## src/rtl/fetch_pkg.sv

```systemverilog
// Shared types and constants for the instruction fetch stage.
package fetch_pkg;

    typedef enum logic {
        FETCH = 1'b0,
        FAULT = 1'b1
    } fetch_state_t;

    typedef struct packed {
        logic [31:0] instr;
        logic [31:0] pc;
    } fetch_entry_t;

    localparam logic [31:0] PC_STEP = 32'd4;

endpackage

```

## src/rtl/fetch_fifo.sv

```systemverilog
// Small synchronous FIFO of fetched {instruction, pc} entries.
// DEPTH must be a power of two (2 or 4) so the pointers wrap naturally.
// Flush wins over push and pop in the same cycle.
module fetch_fifo
    import fetch_pkg::*;
#(
    parameter int DEPTH = 2
) (
    input  logic         clk,
    input  logic         reset,
    input  logic         push,
    input  logic         pop,
    input  logic         flush,
    input  fetch_entry_t din,
    output logic         full,
    output logic         empty,
    output fetch_entry_t head
);

    localparam int PW = $clog2(DEPTH);
    localparam int CW = $clog2(DEPTH + 1);

    fetch_entry_t   mem [DEPTH];
    logic [PW-1:0]  wr_ptr;
    logic [PW-1:0]  rd_ptr;
    logic [CW-1:0]  count;
    logic           do_push;
    logic           do_pop;

    assign full    = (count == CW'(DEPTH));
    assign empty   = (count == '0);
    assign head    = mem[rd_ptr];
    assign do_pop  = pop && !empty;
    // A push into a full FIFO is only legal when the head leaves in the same cycle.
    assign do_push = push && (!full || do_pop);

    // Pointer and occupancy bookkeeping.
    always_ff @(posedge clk) begin
        if (reset || flush) begin
            wr_ptr <= '0;
            rd_ptr <= '0;
            count  <= '0;
        end else begin
            if (do_push) begin
                wr_ptr <= wr_ptr + PW'(1);
            end
            if (do_pop) begin
                rd_ptr <= rd_ptr + PW'(1);
            end
            if (do_push && !do_pop) begin
                count <= count + CW'(1);
            end else if (do_pop && !do_push) begin
                count <= count - CW'(1);
            end
        end
    end

    // Entry storage; contents are don't-care while empty, so no reset.
    always_ff @(posedge clk) begin
        if (do_push && !flush && !reset) begin
            mem[wr_ptr] <= din;
        end
    end

endmodule

```

## src/rtl/fetch_unit.sv

```systemverilog
// RV32I instruction fetch stage: PC register, FETCH/FAULT state machine,
// redirect handling and the decode-facing fetch buffer.
// Optional build macro: FETCH_STATS_EN adds push/stall/flush counters.
//
// state | meaning
// ------+---------------------------------------------------------------
// FETCH | fetching sequentially, pushing into the buffer when room
// FAULT | halted after a misaligned redirect, waiting for aligned redirect
module fetch_unit
    import fetch_pkg::*;
#(
    parameter logic [31:0] RESET_PC = 32'h0000_0000,
    parameter int          DEPTH    = 2
) (
    input  logic        clk,
    input  logic        reset,
    output logic [31:0] read_address,
    input  logic [31:0] instruction,
    input  logic        redirect_valid,
    input  logic [31:0] redirect_target,
    output logic        out_valid,
    input  logic        out_ready,
    output logic [31:0] out_instruction,
    output logic [31:0] out_pc,
    output logic        misaligned_fault
`ifdef FETCH_STATS_EN
    ,
    output logic [31:0] stat_fetched,
    output logic [31:0] stat_stall,
    output logic [31:0] stat_flush
`endif
);

    fetch_state_t state_q;
    fetch_state_t state_d;
    logic [31:0]  pc_q;
    logic [31:0]  pc_d;
    logic         push;
    logic         pop;
    logic         flush;
    logic         stall;
    logic         fifo_full;
    logic         fifo_empty;
    logic         target_aligned;
    fetch_entry_t push_entry;
    fetch_entry_t head;

    assign target_aligned   = (redirect_target[1:0] == 2'b00);
    assign read_address     = pc_q;
    assign push_entry.instr = instruction;
    assign push_entry.pc    = pc_q;
    // Head fields read as zero whenever nothing valid is presented.
    assign out_instruction  = out_valid ? head.instr : 32'h0;
    assign out_pc           = out_valid ? head.pc    : 32'h0;

    // State and PC registers.
    always_ff @(posedge clk) begin
        if (reset) begin
            state_q <= FETCH;
            pc_q    <= RESET_PC;
        end else begin
            state_q <= state_d;
            pc_q    <= pc_d;
        end
    end

    // Next state, next PC and buffer controls; redirect beats push and pop.
    always_comb begin
        state_d          = state_q;
        pc_d             = pc_q;
        push             = 1'b0;
        pop              = 1'b0;
        flush            = 1'b0;
        stall            = 1'b0;
        out_valid        = 1'b0;
        misaligned_fault = 1'b0;
        case (state_q)
            FETCH: begin
                out_valid = !fifo_empty;
                if (redirect_valid) begin
                    // Decode's pop this cycle is squashed by execute, so ignore it.
                    flush = 1'b1;
                    if (target_aligned) begin
                        pc_d = redirect_target;
                    end else begin
                        state_d = FAULT;
                    end
                end else begin
                    pop   = out_valid && out_ready;
                    push  = !fifo_full || pop;
                    stall = fifo_full && !pop;
                    if (push) begin
                        pc_d = pc_q + PC_STEP;
                    end
                end
            end
            FAULT: begin
                misaligned_fault = 1'b1;
                if (redirect_valid) begin
                    flush = 1'b1;
                    if (target_aligned) begin
                        pc_d    = redirect_target;
                        state_d = FETCH;
                    end
                end
            end
            default: begin
                state_d = FETCH;
            end
        endcase
    end

    fetch_fifo #(
        .DEPTH (DEPTH)
    ) u_fifo (
        .clk   (clk),
        .reset (reset),
        .push  (push),
        .pop   (pop),
        .flush (flush),
        .din   (push_entry),
        .full  (fifo_full),
        .empty (fifo_empty),
        .head  (head)
    );

`ifdef FETCH_STATS_EN
    // Saturating event counters.
    always_ff @(posedge clk) begin
        if (reset) begin
            stat_fetched <= 32'h0;
            stat_stall   <= 32'h0;
            stat_flush   <= 32'h0;
        end else begin
            if (push && (stat_fetched != 32'hFFFF_FFFF)) begin
                stat_fetched <= stat_fetched + 32'd1;
            end
            if (stall && (stat_stall != 32'hFFFF_FFFF)) begin
                stat_stall <= stat_stall + 32'd1;
            end
            if (redirect_valid && (stat_flush != 32'hFFFF_FFFF)) begin
                stat_flush <= stat_flush + 32'd1;
            end
        end
    end
`endif

endmodule

```

## config.mk

```make
export PLATFORM = sky130hd
export DESIGN_NAME = fetch_unit
export DESIGN_NICKNAME = d
export VERILOG_FILES = /design/src/rtl/fetch_pkg.sv /design/src/rtl/fetch_fifo.sv /design/src/rtl/fetch_unit.sv
export SDC_FILE = /design/constraint.sdc
export NUM_CORES = 1
export LEC_CHECK = 0
export CAP_MARGIN = 5
export CORE_MARGIN = 2
export CORE_UTILIZATION = 50
export CTS_CLUSTER_SIZE = 10
export DETAILED_ROUTE_END_ITERATION = 16
export PLACE_DENSITY = 0.84
export RECOVER_POWER = 100
export SYNTH_ARGS = -nofsm -noshare
export SYNTH_HDL_FRONTEND = slang
export SYNTH_SLANG_ARGS = --single-unit
```

## constraint.sdc

```tcl
create_clock -name clk -period 18.09 [get_ports clk]
set_input_delay 3.618 -clock clk [delete_from_list [all_inputs] [get_ports clk]]
set_output_delay 3.618 -clock clk [all_outputs]
set_load 0.01 [all_outputs]
```

==> flow_summary.toml <==
[clocking]
clk_pin_slew_ns = 0.06
cts_max_path_buffers = 2
ctsHoldBuffers = 0
cts_resized = 0
htree_levels = 4
cts_tree = "built"
cts_buffers = 17
insertion_delay_ns = 0.42
cts_root_buf = "clkbuf_16"
postCtsSetupBuffers = 0
cts_num_sinks = 166

[finish]
sequential_cell_area_mm2 = 0.00461
antennaDiodeCount = 0
num-nets-final = 809
stdcell_count = 932
drive_gt1_share_pct = 4.92
fillers = 1015
multiInputGateArea_mm2 = 0.00231
synthToLayoutAreaGrowth_pct = 32.9

[place]
dpl.hpwl_um = 11500
portBuffers = 165
post-place-cells = 900
globalplace.congestion = 0.908

[synth]
synth.net_count = 651
synth-edff-count = 128
yosysUniqueCellTypes = 56
synth_flop_cell = "edfxtp_1"
syn_inst = 581
syn_area_per_cell_um2 = 12.2
synth_area_mm2 = 0.00710
synth_seq_cells = 166
yosysSeqAreaShare_pct = 64.8
async_flop_share_pct = 0
yosysWarnings = 0

[setup_path]
path_max_fanout = 54
required_ns = 18.05
crit_arrival_ns = 8.78
crit_chain = "dlygate4sd3_1, clkbuf_1, or3_1, nor3_1, clkbuf_1"
endpoint = "u_fifo.mem[0][14]$_DFFE_PP_"
worstSetupPathType = "in -> reg"
r2r_cells = 3
path_delay_family = "buffers and inverters"
critical-path-slowest-cell = "clkbuf_1"
cp.depth = 5
reg2reg_slack_ns = 13.15
path_buf_inv = 3
critPathCaptureType = "flip-flop"
critPathLaunchType = "primary input"
worstReg2RegEnd = "u_fifo.mem[0][14]$_DFFE_PP_"
cp_common_cell = "clkbuf_1"
startpoint = "redirect_valid"
critPathMaxStageDelay_ns = 2.33

[routing]
wirelength_um = 17200
ant_nets = 0
drt_iter0_drc = 569
wire_per_inst_um = 18.5
vias = 5299
dr.pass1.iters = 5
viasPerCell = 5.69
drcViolationCount = 0

[sta]
tightest_slew_ns = 3.25
period_needed_ns = 8.83
final_hold_viol_count = 0
maxSlewHeadroom_pct = -117
fin_worst_skew_ns = 0.00835
rsz0062_at_grt = "no"
fmax_mhz = 113
tns_ns = 0
setup_viol_count_final = 0
slew_violations = 195
timing.final.crit_share_pct = 48.8

[grt]
grt_usage_pct = 22.8
use_met1_pct = 30.8
grt_pass1_vias = 5051
grt_pass1_wl_um = 26100
grt_busiest_layer = "met2"
antenna_found_initial = 0
met3_usage_pct = 5.17
grt_max_degree = 65
gr-total-overflow = 0
use_met2_pct = 37.2

[pwr]
p_leak_nw = 3.32
p_per_area_mw_per_mm2 = 94.3
peakVddDrop_v = 0.0000720

[floorplan]
initial_core_util_pct = 51.2
die_y_um = 123
core_mm2 = 0.0139
die_w_um = 123
rows = 43
die-area_mm2 = 0.0152
ios = 166

[outcome]
failed_checks = "capacitance limit, slew limit"
status = "finished, violations left"

[min_path]
hp-class = "reg -> reg"
hold_depth = 0

[run]
drv_cap = 5
[layout by cell type (no fill, tap or decap), types with 17 or more instances in the layout]
master and instances:
a21oi_1 23, nor2_1 95, dfxtp_1 37, edfxtp_1 128, mux2i_1 69, nand2_1 50
clkdlybuf4s50_1 36, clkbuf_16 17, dlygate4sd3_1 129
[routing by layer]
layer	part of all wire (%)	wire length (um)
met1	43	7360
met5	0	0
met4	1.5	252
met3	7.1	1230
met2	49	8400
[cell usage after synthesis (all sizes together), types with 3 or more instances]
cell type,count,area [um^2]
dfxtp,38,761
nor3,16,80.1
mux2i,69,691
clkbuf,18,67.6
nand4,12,81.3
inv,6,22.5
o22ai,6,37.5
and4,6,52.6
nand2,50,188
o31ai,3,22.5
nor4,7,65.1
a21oi,23,130
xor2,4,35.0
o21ai,16,83.8
buf,14,72.6
and3,4,25.0
nor2,95,357
nor3b,3,22.5
a31oi,7,43.8
edfxtp,128,3840
a22oi,3,22.5
a211oi,7,52.6
nand3,16,80.1
o211a,3,30.0
[stage by stage]
step | hold slack (ns) | setup slack [ns] | instance area (um^2) | util (%) | total power, mW
6_report | 0.492 | 9.26 | 9440 | 68.0 | 0.890
5_1_grt | 0.529 | 8.81 | 9440 | 68.0 | 0.920
4_1_cts | 0.521 | 11.86 | 9500 | 68.5 | 0.901
3_5_place_dp | 0.507 | 11.44 | 8910 | 64.2 | 0.545
3_3_place_gp | 0.494 | 11.55 | 8910 | 64.2 | 0.542
2_1_floorplan | 0.509 | 6.55 | 7100 | - | 0.490
[cell families (layout without fill, tap and decap cells)]
kind of cell | after synthesis | after routing | share of synthesized area, %
compound gates | 83 | 83 | 7.86
xor+xnor | 6 | 6 | 0.740
fa+ha+maj | 2 | 2 | 0.352
buf+inv | 39 | 210 | 2.34
flops | 166 | 166 | 64.8
mux | 69 | 69 | 9.73
simple gates | 216 | 216 | 14.1
[final cells by class]
class | instances | area share, %
Multi-Input combinational cell | 376 | 24.4
Timing Repair Buffer | 171 | 17.8
Clock buffer | 21 | 4.67
Sequential cell | 166 | 48.8
Tap cell | 180 | 2.39
Inverter | 7 | 0.278
Clock inverter | 11 | 1.60
[report_power, final]
group | switching, mW | internal (mW) | leakage (nW)
clock | 0.141 | 0.218 | 0.274
combinational | 0.0460 | 0.0421 | 1.56
sequential | 0.0153 | 0.427 | 1.49
total | 0.203 | 0.687 | 3.32
[state kept, by name, summed over array words and instances, names as in the netlist, named ones only]
signal	flops
u_fifo.wr_ptr	1
read_address	32
u_fifo.mem	128
u_fifo.count	2
u_fifo.rd_ptr	1
[how the worst min path moves through the flow]
stage | startpoint | to | slack, ns
finish | read_address[1]$_SDFFE_PP0P_ | u_fifo.mem[1][1]$_DFFE_PP_ | 0.49
detailed placement | read_address[1]$_SDFFE_PP0P_ | u_fifo.mem[0][1]$_DFFE_PP_ | 0.51
global route | read_address[1]$_SDFFE_PP0P_ | u_fifo.mem[0][1]$_DFFE_PP_ | 0.53
CTS | read_address[1]$_SDFFE_PP0P_ | u_fifo.mem[0][1]$_DFFE_PP_ | 0.52
floorplan | read_address[0]$_SDFFE_PP0P_ | u_fifo.mem[0][0]$_DFFE_PP_ | 0.51
global placement | read_address[1]$_SDFFE_PP0P_ | u_fifo.mem[1][1]$_DFFE_PP_ | 0.49
Note: power is estimated with default switching activity, not from simulation.
